## src/rtl/oram_pkg.sv

```systemverilog
// oram_pkg: shared types for the ORAM Avalon bridge.
//   oram_bridge_state_t : bridge sequencer states
//   oram_word_t         : one bus word / ORAM block payload (default geometry)
//   oram_block_t        : ORAM block number (default geometry)
package oram_pkg;

   localparam int ORAM_ADDRESS_WIDTH  = 4;
   localparam int ORAM_BYTE_WIDTH     = 8;
   localparam int ORAM_BYTES_PER_WORD = 4;
   localparam int ORAM_WORD_WIDTH     = ORAM_BYTES_PER_WORD * ORAM_BYTE_WIDTH;
   localparam int ORAM_TREE_DEPTH     = $clog2((1 << ORAM_ADDRESS_WIDTH) / ORAM_BYTES_PER_WORD);

   typedef logic [ORAM_WORD_WIDTH-1:0] oram_word_t;
   typedef logic [ORAM_TREE_DEPTH-1:0] oram_block_t;

   typedef enum logic [2:0] {
      IDLE,
      RD_ISSUE,
      RD_WAIT,
      WR_ISSUE,
      WR_WAIT,
      DONE
   } oram_bridge_state_t;

endpackage

```

## src/rtl/oram_byte_merge.sv

```systemverilog
// oram_byte_merge: combinational byte-lane merge for read-modify-write.
//   old_word   in  : word currently held by the core
//   new_word   in  : bus write data
//   byteenable in  : lanes taken from new_word (others from old_word)
//   merged     out : resulting word
module oram_byte_merge #(
   parameter int BYTE_WIDTH     = 8,
   parameter int BYTES_PER_WORD = 4
) (
   input  logic [BYTES_PER_WORD*BYTE_WIDTH-1:0] old_word,
   input  logic [BYTES_PER_WORD*BYTE_WIDTH-1:0] new_word,
   input  logic [BYTES_PER_WORD-1:0]            byteenable,
   output logic [BYTES_PER_WORD*BYTE_WIDTH-1:0] merged
);

   for (genvar g = 0; g < BYTES_PER_WORD; g++) begin : g_lane
      assign merged[g*BYTE_WIDTH +: BYTE_WIDTH] = byteenable[g] ? new_word[g*BYTE_WIDTH +: BYTE_WIDTH]
                                                                : old_word[g*BYTE_WIDTH +: BYTE_WIDTH];
   end

endmodule

```

## src/rtl/oram_avalon_bridge.sv

```systemverilog
// oram_avalon_bridge: sequences Avalon-MM accesses into single-pulse ORAM core commands.
//   clock, reset (async, active-low)
//   avs_a_*          : Avalon-MM slave (waitrequest low only in the completion cycle)
//   rw_block_number, w_value, rw_indicator, input_ready : registered core command
//   r_value, output_ready                               : core result
// Build option: define ORAM_BRIDGE_RMW_EN to turn partial-byteenable writes into
// read-modify-write sequences (and complete byteenable==0 writes without a core access).
module oram_avalon_bridge
   import oram_pkg::*;
#(
   parameter int ADDRESS_WIDTH  = 4,
   parameter int BYTE_WIDTH     = 8,
   parameter int BYTES_PER_WORD = 4,
   parameter int TREE_DEPTH     = $clog2((1 << ADDRESS_WIDTH) / BYTES_PER_WORD)
) (
   input  logic                                 clock,
   input  logic                                 reset,
   input  logic [ADDRESS_WIDTH-1:0]             avs_a_address,
   input  logic [BYTES_PER_WORD-1:0]            avs_a_byteenable,
   input  logic                                 avs_a_read,
   input  logic                                 avs_a_write,
   input  logic [BYTES_PER_WORD*BYTE_WIDTH-1:0] avs_a_writedata,
   output logic [BYTES_PER_WORD*BYTE_WIDTH-1:0] avs_a_readdata,
   output logic                                 avs_a_waitrequest,
   output logic [TREE_DEPTH-1:0]                rw_block_number,
   output logic [BYTES_PER_WORD*BYTE_WIDTH-1:0] w_value,
   output logic                                 rw_indicator,
   output logic                                 input_ready,
   input  logic [BYTES_PER_WORD*BYTE_WIDTH-1:0] r_value,
   input  logic                                 output_ready
);

   localparam int WORD_WIDTH = BYTES_PER_WORD * BYTE_WIDTH;

   oram_bridge_state_t state;

`ifdef ORAM_BRIDGE_RMW_EN
   logic [WORD_WIDTH-1:0]     data_q;
   logic [BYTES_PER_WORD-1:0] be_q;
   logic                      wr_q;
   logic [WORD_WIDTH-1:0]     merged;
   logic                      unused_in;

   // byte offset bits never select anything: accesses are whole words
   assign unused_in = ^avs_a_address[ADDRESS_WIDTH-TREE_DEPTH-1:0];

   oram_byte_merge #(
      .BYTE_WIDTH    (BYTE_WIDTH),
      .BYTES_PER_WORD(BYTES_PER_WORD)
   ) u_merge (
      .old_word  (r_value),
      .new_word  (data_q),
      .byteenable(be_q),
      .merged    (merged)
   );
`else
   logic unused_in;

   // without RMW every write is a full-word write, so lanes are irrelevant
   assign unused_in = ^{avs_a_address[ADDRESS_WIDTH-TREE_DEPTH-1:0], avs_a_byteenable};
`endif

   always_ff @(posedge clock or negedge reset) begin
      if (!reset) begin
         state             <= IDLE;
         avs_a_readdata    <= '0;
         avs_a_waitrequest <= 1'b1;
         rw_block_number   <= '0;
         w_value           <= '0;
         rw_indicator      <= 1'b0;
         input_ready       <= 1'b0;
`ifdef ORAM_BRIDGE_RMW_EN
         data_q            <= '0;
         be_q              <= '0;
         wr_q              <= 1'b0;
`endif
      end else begin
         input_ready       <= 1'b0;
         avs_a_waitrequest <= 1'b1;
         case (state)
            IDLE: begin
               if (avs_a_read | avs_a_write) begin
                  rw_block_number <= avs_a_address[ADDRESS_WIDTH-1 -: TREE_DEPTH];
`ifdef ORAM_BRIDGE_RMW_EN
                  data_q <= avs_a_writedata;
                  be_q   <= avs_a_byteenable;
                  wr_q   <= avs_a_write;
                  // a write with no lanes enabled touches nothing; a partial one
                  // first fetches the old block so the untouched lanes survive
                  if (avs_a_write && ~|avs_a_byteenable) begin
                     avs_a_waitrequest <= 1'b0;
                     state             <= DONE;
                  end else if (avs_a_write && &avs_a_byteenable) begin
                     w_value      <= avs_a_writedata;
                     rw_indicator <= 1'b1;
                     input_ready  <= 1'b1;
                     state        <= WR_ISSUE;
                  end else begin
                     input_ready <= 1'b1;
                     state       <= RD_ISSUE;
                  end
`else
                  if (avs_a_write) begin
                     w_value      <= avs_a_writedata;
                     rw_indicator <= 1'b1;
                     input_ready  <= 1'b1;
                     state        <= WR_ISSUE;
                  end else begin
                     input_ready <= 1'b1;
                     state       <= RD_ISSUE;
                  end
`endif
               end
            end
            RD_ISSUE: state <= RD_WAIT;
            RD_WAIT: begin
               if (output_ready) begin
`ifdef ORAM_BRIDGE_RMW_EN
                  if (wr_q) begin
                     w_value      <= merged;
                     rw_indicator <= 1'b1;
                     input_ready  <= 1'b1;
                     state        <= WR_ISSUE;
                  end else
`endif
                  begin
                     avs_a_readdata    <= r_value;
                     avs_a_waitrequest <= 1'b0;
                     state             <= DONE;
                  end
               end
            end
            WR_ISSUE: state <= WR_WAIT;
            WR_WAIT: begin
               if (output_ready) begin
                  rw_indicator      <= 1'b0;
                  avs_a_waitrequest <= 1'b0;
                  state             <= DONE;
               end
            end
            DONE: state <= IDLE;
            default: state <= IDLE;
         endcase
      end
   end

endmodule

```

## config.mk

```make
export PLATFORM = sky130hd
export DESIGN_NAME = oram_avalon_bridge
export DESIGN_NICKNAME = d
export VERILOG_FILES = /design/src/rtl/oram_pkg.sv /design/src/rtl/oram_byte_merge.sv /design/src/rtl/oram_avalon_bridge.sv
export SDC_FILE = /design/constraint.sdc
export NUM_CORES = 1
export LEC_CHECK = 0
export BUFFER_PORTS_ARGS = -buffer_cell sky130_fd_sc_hd__buf_2
export CORE_MARGIN = 2
export CORE_UTILIZATION = 40
export DETAILED_ROUTE_END_ITERATION = 6
export PLACE_DENSITY = 0.74
export SETUP_SLACK_MARGIN = 0.2
export SLEW_MARGIN = 5
export SYNTH_ARGS = -nofsm -noshare
export SYNTH_HDL_FRONTEND = slang
export SYNTH_SLANG_ARGS = --single-unit
```

## constraint.sdc

```tcl
create_clock -name clock -period 1.6 [get_ports clock]
set_input_delay 0.08 -clock clock [delete_from_list [all_inputs] [get_ports clock]]
set_output_delay 0.08 -clock clock [all_outputs]
set_load 0.005 [all_outputs]
```

==> impl_metrics.env, run 1 <==
export IMPL_clock_sinks=72
export IMPL_synth_avg_cell_area_um2=16.6
export IMPL_ys_seq_elements=72
export IMPL_r2r_start="state[1]"
export IMPL_p_leak_nw=2.47
export IMPL_hold_path_startpoint="avs_a_write"
export IMPL_fin_crit_sh_pct=95.3
export IMPL_max_freq_mhz=655
export IMPL_clock_root_buffer="clkbuf_8"
export IMPL_total_power_mw=8.73
export IMPL_grt_max_degree=34
export IMPL_overflow=0
export IMPL_die_height_um=87.2
export IMPL_syn_nets=244
export IMPL_die_w_um=87.2
export IMPL_hold_viol_final=0
export IMPL_antenna_left=0
export IMPL_drc=0
export IMPL_yosys_top_cells_area="dfrtp_1 64%, mux2_2 24%, mux2_1 2.4%, buf_6 1.6%, buf_4 1.1%"
export IMPL_hp_class="in2reg"
export IMPL_ios=146
export IMPL_start_util_pct=41.0
export IMPL_vias_per_cell=4.71
export IMPL_core_area_um2=6760
export IMPL_drv_slew=0
export IMPL_multi_input_area_um2=1150
export IMPL_worstSetupPathType="reg2reg"
export IMPL_nets=475
export IMPL_track_usage_pct=19.2
export IMPL_area_growth_syn_to_layout_pct=79.7
export IMPL_worst_pin_slew_ns=0.493
export IMPL_wl_um=8120
export IMPL_worst_slack_ns=0.0744
export IMPL_end_kind="flop"
export IMPL_seq_area_frac_synth_pct=65.1
export IMPL_fin_skew_ns=0.00365
export IMPL_worstPathRequired_ns=1.82
export IMPL_seq_area_um2=1810
export IMPL_clockBufferDepth=2
export IMPL_grt_pass1_wl_um=11100
export IMPL_cts_buffers=9
export IMPL_num_vias=2260
export IMPL_synthCells=167
export IMPL_syn_area_um2=2770
export IMPL_routabilityCongestion=0.684
export IMPL_min_period_ns=1.53
export IMPL_portBuffers=139
export IMPL_rsz0062_at_grt="true"
export IMPL_dr_pass1_iters=4
export IMPL_die_area_um2=7600
export IMPL_finalSetupViolCount=0
export IMPL_p_per_area_nw_per_um2=1750
export IMPL_dp_slack_ns=0.0630
export IMPL_clk_pin_slew_ns=0.07
export IMPL_peakVddDrop_uv=883
export IMPL_startpoint="state[1]"
export IMPL_hpwl_um=3940
export IMPL_max_cap_violations=0
export IMPL_startpoint_type="flop"
export IMPL_synth_top_cell_area_share_pct=64.2
export IMPL_rows=30
export IMPL_crit_fanout=8
export IMPL_diodes=0
export IMPL_status="finished, final reports clean"
export IMPL_wire_per_inst_um=16.9
export IMPL_clock_latency_ns=0.33
export IMPL_crit_arrival_ns=1.74
export IMPL_yosysTopAreaCell="dfrtp_1"
export IMPL_drt_iter0_drc=79
export IMPL_grt_pass1_vias=2364
export IMPL_fill_cells=443
export IMPL_drive_above_1_share_pct=62.0
export IMPL_yosysWarningCount=0
export IMPL_htree_num_levels=3
export IMPL_cts_tree="yes"
export IMPL_ys_types=21
export IMPL_max_slew_margin_pct=67.1
export IMPL_antenna_found_initial=0
export IMPL_setup_tns_ns=0
## synthesized netlist by cell type
master / n
buf_2: 1
nor3_2: 1
xor2_1: 1
dfstp_2: 1
or2_2: 1
buf_4: 4
nor4b_4: 1
nor4_2: 1
mux2_1: 6
o31ai_1: 1
o2bb2ai_1: 1
nand2b_1: 1
a21oi_1: 2
mux2_2: 60
o21ai_0: 2
a221oi_1: 1
dfrtp_1: 71
nand2_1: 3
buf_6: 4
nand3b_1: 1
nor2_1: 3
## layout by cell type, fill, tap and decap left out, types with 3 or more instances in the layout
cell type	Yosys	routed
buf_4	4	6
dfrtp_1	71	69
buf_16	0	3
buf_6	4	4
clkbuf_8	0	13
dlygate4sd3_1	0	68
nor2_1	3	3
mux2_4	0	66
buf_2	1	139
buf_12	0	7
## state kept, by name (all words and copies together) (netlist names)
| signal | count |
|---|---|
| w_value | 32 |
| avs_a_waitrequest | 1 |
| avs_a_readdata | 32 |
| rw_indicator | 1 |
| rw_block_number | 2 |
| state | 3 |
| input_ready | 1 |
## power by group
part           internal [mW]  switching [mW]
logic                   2.69            1.40
clock network          0.708           0.598
registers               2.77           0.564
total                   6.17            2.56
## timing repair
| action | in CTS | in global routing |
|---|---|---|
| endpoints found under the setup margin | 66 | 66 |
| hold buffers | 68 | 0 |
| pin swaps | 0 | 4 |
| gates cloned | 3 | 3 |
| endpoints found under the hold margin | 82 | 0 |
| resized for setup | 24 | 55 |
| setup buffers | 5 | 3 |
## layer usage
| layer | share of wire (%) | track usage, % | vias to the layer above | wire length, um |
|---|---|---|---|---|
| li1 | - | - | 1044 | - |
| met1 | 41 | 22.1 | 1108 | 3310 |
| met2 | 52 | 34.4 | 100 | 4230 |
| met3 | 6.2 | 5.12 | 8 | 500 |
| met4 | 0.99 | 6.99 | 0 | 80 |
| met5 | 0 | 0 | - | 0 |
## worst paths after layout
check	end	slack, ns	cells after the start
setup / recovery	avs_a_readdata[28]	0.07	6
hold / removal	state[1]	0.07	3
setup reg to reg	avs_a_readdata[28]	0.07	6
hold reg to reg	w_value[0]	0.51	1
max in group asynchronous	avs_a_readdata[14]	0.80	3
min in group asynchronous	avs_a_readdata[7]	0.26	2
## logic make-up (layout without fill, tap and decap cells)
group | Yosys count | count (layout) | share of synthesized area [%]
DFF | 72 | 72 | 65.1
AOI/OAI and AO/OA | 7 | 7 | 1.63
xor gates and xnor gates | 1 | 1 | 0.316
and+or+nand+nor | 12 | 12 | 3.21
buffers and inverters | 9 | 242 | 2.89
muxes | 66 | 66 | 26.8
## final cells by class
type	count	share of cell area, %
Sequential cell	72	36.3
Timing Repair Buffer	229	35.0
Multi-Input combinational cell	86	23.1
Clock buffer	13	3.60
Tap cell	80	2.01
## critical path, stage by stage (launching register included)
cell	delay, ns
dfrtp_1	0.43
nand2_2	0.10
nor3_4	0.21
buf_6	0.15
buf_12	0.10
buf_16	0.13
mux2_4	0.30
## metrics by stage
step	cell area (um2)	utilization (%)	hold WS [ns]	std cells
3_5_place_dp	3600	53.3	0.0645	385
3_3_place_gp	3600	53.3	0.0559	385
4_1_cts	4670	69.1	0.0434	474
5_1_grt	4970	73.6	0.0606	480
2_1_floorplan	2780	-	-0.216	167
6_report	4970	73.6	0.0727	480
Power figures use the tool's default switching activity.
==> inputs of run 2 (changes only) <==
--- a/config.mk
+++ b/config.mk
@@ -7,9 +7,9 @@
 export LEC_CHECK = 0
 export BUFFER_PORTS_ARGS = -buffer_cell sky130_fd_sc_hd__buf_2
 export CORE_MARGIN = 2
-export CORE_UTILIZATION = 40
+export CORE_UTILIZATION = 38
 export DETAILED_ROUTE_END_ITERATION = 6
-export PLACE_DENSITY = 0.74
+export PLACE_DENSITY = 0.68
 export SETUP_SLACK_MARGIN = 0.2
 export SLEW_MARGIN = 5
 export SYNTH_ARGS = -nofsm -noshare
==> constraint.sdc (replaced) <==
create_clock -name clock -period 1.7 [get_ports clock]
set_input_delay 0.085 -clock clock [delete_from_list [all_inputs] [get_ports clock]]
set_output_delay 0.085 -clock clock [all_outputs]
set_load 0.005 [all_outputs]
==> impl_metrics.env, run 2 (synthesis results as in run 1) <==
export IMPL_fill_cells=556
export IMPL_p_sw_share_pct=30.5
export IMPL_max_freq_mhz=647
export IMPL_dr_pass1_iters=4
export IMPL_fin_area_um2=4690
export IMPL_fin_crit_sh_pct=90.9
export IMPL_worstSetupPathType="reg2reg"
export IMPL_final_common_cell="buf_2"
export IMPL_p_int_mw=5.15
export IMPL_hpwl_um=4060
export IMPL_rows=31
export IMPL_p_leak_nw=2.25
export IMPL_clock_sinks=72
export IMPL_start_util_pct=38.8
export IMPL_overflow=0
export IMPL_die_w_um=89.4
export IMPL_setup_tns_ns=0
export IMPL_max_cap_violations=0
export IMPL_final_cell_mix="137 x buf_2, 69 x dfrtp_1, 68 x dlygate4sd3_1"
export IMPL_drc=0
export IMPL_p_per_area_nw_per_um2=1580
export IMPL_antenna_found_initial=0
export IMPL_drt_iter0_drc=88
export IMPL_rsz0062_at_grt="true"
export IMPL_seq_area_um2=1810
export IMPL_ios=146
export IMPL_multi_input_area_um2=956
export IMPL_diodes=0
export IMPL_routabilityCongestion=0.736
export IMPL_placed_area_um2=3590
export IMPL_p_comb_share_pct=42.4
export IMPL_worst_pin_slew_ns=0.457
export IMPL_die_area_um2=7990
export IMPL_die_height_um=89.4
export IMPL_seqPwrFrac_pct=41.6
export IMPL_hold_viol_final=0
export IMPL_utilization_pct=65.8
export IMPL_top_regs="avs_a_readdata (32), w_value (32), state (3)"
export IMPL_power_switching_mw=2.26
export IMPL_num_vias=2231
export IMPL_area_growth_syn_to_layout_pct=69.5
export IMPL_grt_pass1_wl_um=9890
export IMPL_max_slew_margin_pct=69.5
export IMPL_crit_fanout=8
export IMPL_core_area_um2=7140
export IMPL_cp_slowest_cell="dfrtp_2"
export IMPL_end_kind="flop"
export IMPL_clock_latency_ns=0.34
export IMPL_total_power_mw=7.41
export IMPL_peakVddDrop_uv=744
export IMPL_startpoint_type="flop"
export IMPL_portBuffers=139
export IMPL_clk_pin_slew_ns=0.08
export IMPL_dp_slack_ns=0.106
export IMPL_crit_arrival_ns=1.76
export IMPL_status="finished, final reports clean"
export IMPL_track_usage_pct=16.4
export IMPL_nets=469
export IMPL_cp_slowest_stage_delay_ns=0.46
export IMPL_htree_num_levels=3
export IMPL_fin_skew_ns=0.0168
export IMPL_finalSetupViolCount=0
export IMPL_fin_cells=495
export IMPL_wire_per_inst_um=15.2
export IMPL_critical_path_cell_chain="nor4b_4 -> buf_6 -> clkbuf_16 -> mux2_2"
export IMPL_worst_slack_ns=0.155
export IMPL_drv_slew=0
export IMPL_worst_path_buf_inv=2
export IMPL_clock_root_buffer="clkbuf_8"
export IMPL_hp_class="in2reg"
export IMPL_drive_above_1_share_pct=59.8
export IMPL_cts_tree="yes"
export IMPL_antenna_left=0
export IMPL_wl_um=7520
export IMPL_worstPathRequired_ns=1.92
export IMPL_cts_buffers=9
export IMPL_dp_cells=401
export IMPL_min_period_ns=1.55
export IMPL_crit_family="flip-flops"
export IMPL_grt_pass1_vias=2155
export IMPL_clockBufferDepth=2
export IMPL_hold_ws_ns=0.0642
export IMPL_vias_per_cell=4.51
export IMPL_grt_max_degree=40
export IMPL_p_clk_share_pct=16.0
-- run 2: final timing paths --
kind	from	to	slack [ns]	cells past startpoint
worst max-delay path	state[0]	w_value[12]	0.15	4
worst min-delay path	avs_a_write	state[1]	0.06	3
worst max register to register	state[0]	w_value[12]	0.15	4
worst min register to register	w_value[5]	w_value[5]	0.49	1
max in group asynchronous	reset	avs_a_readdata[1]	0.87	3
min in group asynchronous	reset	avs_a_readdata[5]	0.26	2
-- run 2: power by group through the flow --
stage / Sequential, mW / Clock, mW / Combinational, mW
3_3_place_gp: 3.03 / 0 / 2.48
5_1_grt: 3.19 / 1.29 / 3.45
4_1_cts: 3.06 / 1.22 / 2.67
2_1_floorplan: 3.10 / 0 / 1.37
6_report: 3.08 / 1.19 / 3.15
3_5_place_dp: 3.08 / 0 / 2.55
-- run 2: cell type report --
| class | count | area share [%] |
|---|---|---|
| Timing Repair Buffer | 223 | 34.9 |
| Clock buffer | 10 | 2.93 |
| Multi-Input combinational cell | 86 | 20.4 |
| Tap cell | 99 | 2.64 |
| Clock inverter | 5 | 0.720 |
| Sequential cell | 72 | 38.5 |
-- run 2: repair_timing --
action,in CTS,in global routing
hold endpoints to repair,99,0
setup endpoints to repair,32,55
pin swaps,0,2
cloned,0,6
hold buffers,68,0
gates resized for setup,1,21
buffers inserted,0,5
-- run 2: per-layer routing --
metal | track usage [%] | share of wire, % | vias up
met5 | 0 | 0 | -
li1 | - | - | 1043
met1 | 19.0 | 42 | 1077
met2 | 27.9 | 49 | 101
met4 | 7.33 | 1.3 | 0
met3 | 5.17 | 7.3 | 10
-- run 2: worst reg2reg max path, cell delays in order, from the launching register on --
cell and delay [ns]:
dfrtp_2 0.46, nor4b_4 0.29, buf_6 0.17, clkbuf_16 0.16, mux2_2 0.34
==> inputs of run 3 (changes only) <==
--- a/config.mk
+++ b/config.mk
@@ -6,11 +6,14 @@
 export NUM_CORES = 1
 export LEC_CHECK = 0
 export BUFFER_PORTS_ARGS = -buffer_cell sky130_fd_sc_hd__buf_2
+export CELL_PAD_IN_SITES_DETAIL_PLACEMENT = 1
+export CELL_PAD_IN_SITES_GLOBAL_PLACEMENT = 2
 export CORE_MARGIN = 2
-export CORE_UTILIZATION = 38
+export CORE_UTILIZATION = 28
 export DETAILED_ROUTE_END_ITERATION = 6
-export PLACE_DENSITY = 0.68
+export PLACE_DENSITY = 0.77
 export SETUP_SLACK_MARGIN = 0.2
+export SKIP_CTS_REPAIR_TIMING = 1
 export SLEW_MARGIN = 5
 export SYNTH_ARGS = -nofsm -noshare
 export SYNTH_HDL_FRONTEND = slang
==> constraint.sdc (replaced) <==
create_clock -name clock -period 1.7 [get_ports clock]
set_input_delay 0.085 -clock clock [delete_from_list [all_inputs] [get_ports clock]]
set_output_delay 0.085 -clock clock [all_outputs]
set_load 0.1 [all_outputs]
==> impl_metrics.env, run 3 (synthesis results as in run 1) <==
export IMPL_rr_worst_depth=4
export IMPL_setup_tns_ns=0
export IMPL_track_usage_pct=12.0
export IMPL_grt_pass1_wl_um=9770
export IMPL_final_common_cell="buf_2"
export IMPL_start_util_pct=28.6
export IMPL_drv_slew=0
export IMPL_antenna_found_initial=0
export IMPL_drive_above_1_share_pct=61.0
export IMPL_dr_pass1_iters=3
export IMPL_clock_sinks=72
export IMPL_portBuffers=139
export IMPL_ios=146
export IMPL_routabilityCongestion=0.690
export IMPL_htree_num_levels=3
export IMPL_overflow=0
export IMPL_die_height_um=103
export IMPL_placed_area_um2=3640
export IMPL_grt_pass1_vias=2028
export IMPL_hpwl_um=4640
export IMPL_nets=470
export IMPL_finalSetupViolCount=0
export IMPL_wire_per_inst_um=16.5
export IMPL_antenna_left=0
export IMPL_drc=0
export IMPL_rows=36
export IMPL_worst_slack_ns=0.151
export IMPL_crit_arrival_ns=1.78
export IMPL_fin_crit_sh_pct=91.1
export IMPL_fin_cells=530
export IMPL_hold_path_startpoint="avs_a_write"
export IMPL_final_cell_mix="138 x buf_2, 68 x dfrtp_1, 68 x dlygate4sd3_1"
export IMPL_die_area_um2=10700
export IMPL_worstSetupPathType="reg2reg"
export IMPL_core_area_um2=9680
export IMPL_whs_endpoint="state[1]"
export IMPL_grt_max_degree=38
export IMPL_end_kind="flop"
export IMPL_max_slew_margin_pct=66.3
export IMPL_rsz0062_at_grt="true"
export IMPL_num_vias=2273
export IMPL_top_regs="avs_a_readdata (32), w_value (32), state (3)"
export IMPL_clock_latency_ns=0.34
export IMPL_fin_area_um2=4920
export IMPL_min_period_ns=1.55
export IMPL_fin_skew_ns=0.00715
export IMPL_rrSetupSlack_ns=0.15
export IMPL_max_cap_violations=0
export IMPL_clk_pin_slew_ns=0.07
export IMPL_dp_cells=437
export IMPL_max_freq_mhz=646
export IMPL_worstPathRequired_ns=1.93
export IMPL_cts_tree="yes"
export IMPL_hold_viol_final=0
export IMPL_startpoint_type="flop"
export IMPL_hold_path_depth=3
export IMPL_crit_fanout=8
export IMPL_r2r_start="state[2]"
export IMPL_cts_buffers=9
export IMPL_drt_iter0_drc=34
export IMPL_status="finished, final reports clean"
export IMPL_clock_root_buffer="clkbuf_8"
export IMPL_die_w_um=103
export IMPL_vias_per_cell=4.29
export IMPL_clockBufferDepth=2
export IMPL_wl_um=8770
export IMPL_reg2reg_to="w_value[10]"
export IMPL_diodes=0
export IMPL_hp_class="in2reg"
export IMPL_area_growth_syn_to_layout_pct=77.6
export IMPL_dp_slack_ns=0.0893
export IMPL_worst_pin_slew_ns=0.509
[run 3: worst max path at each step]
stage / to / startpoint / slack [ns] / cells past startpoint
2_1_floorplan: w_value[0] / state[1] / 0.16 / 4
6_report: w_value[10] / state[2] / 0.15 / 4
3_5_place_dp: w_value[7] / state[2] / 0.09 / 3
4_1_cts: w_value[7] / state[2] / 0.08 / 3
3_3_place_gp: w_value[2] / state[2] / 0.12 / 3
5_1_grt: w_value[29] / state[2] / 0.11 / 4
[run 3: critical path, cell delays in order (launching register included)]
cell,delay [ns]
dfrtp_2,0.46
nor4b_4,0.30
buf_6,0.18
buf_8,0.15
mux2_2,0.33
[run 3: final cells by class]
| cell class | count | area [um2] |
|---|---|---|
| multi-input combinational | 86 | 1100 |
| tap | 133 | 166 |
| sequential | 72 | 1810 |
| timing repair buffer | 224 | 1650 |
| clock buffer | 10 | 138 |
| clock inverter | 5 | 57.6 |
| fill | 993 | 4770 |
[run 3: routing by layer]
| metal | up-vias | track usage (%) | routed length [um] |
|---|---|---|---|
| met4 | 0 | 3.95 | 136 |
| met3 | 14 | 6.52 | 729 |
| li1 | 1040 | - | - |
| met5 | - | 0 | 0 |
| met1 | 1116 | 14.1 | 3410 |
| met2 | 103 | 18.8 | 4490 |
[run 3: metrics by stage]
step                hold WS [ns]  util (%)
floorplan                 -0.211         -
global placement          0.0780      37.6
detailed placement        0.0843      37.6
CTS                       -0.293      39.6
global route              0.0603      50.8
finish                    0.0604      50.8
Power of run 3 is left out: the tool's default activity adds up to more than one toggle a clock period on the data nets, which glitch-free logic cannot reach.
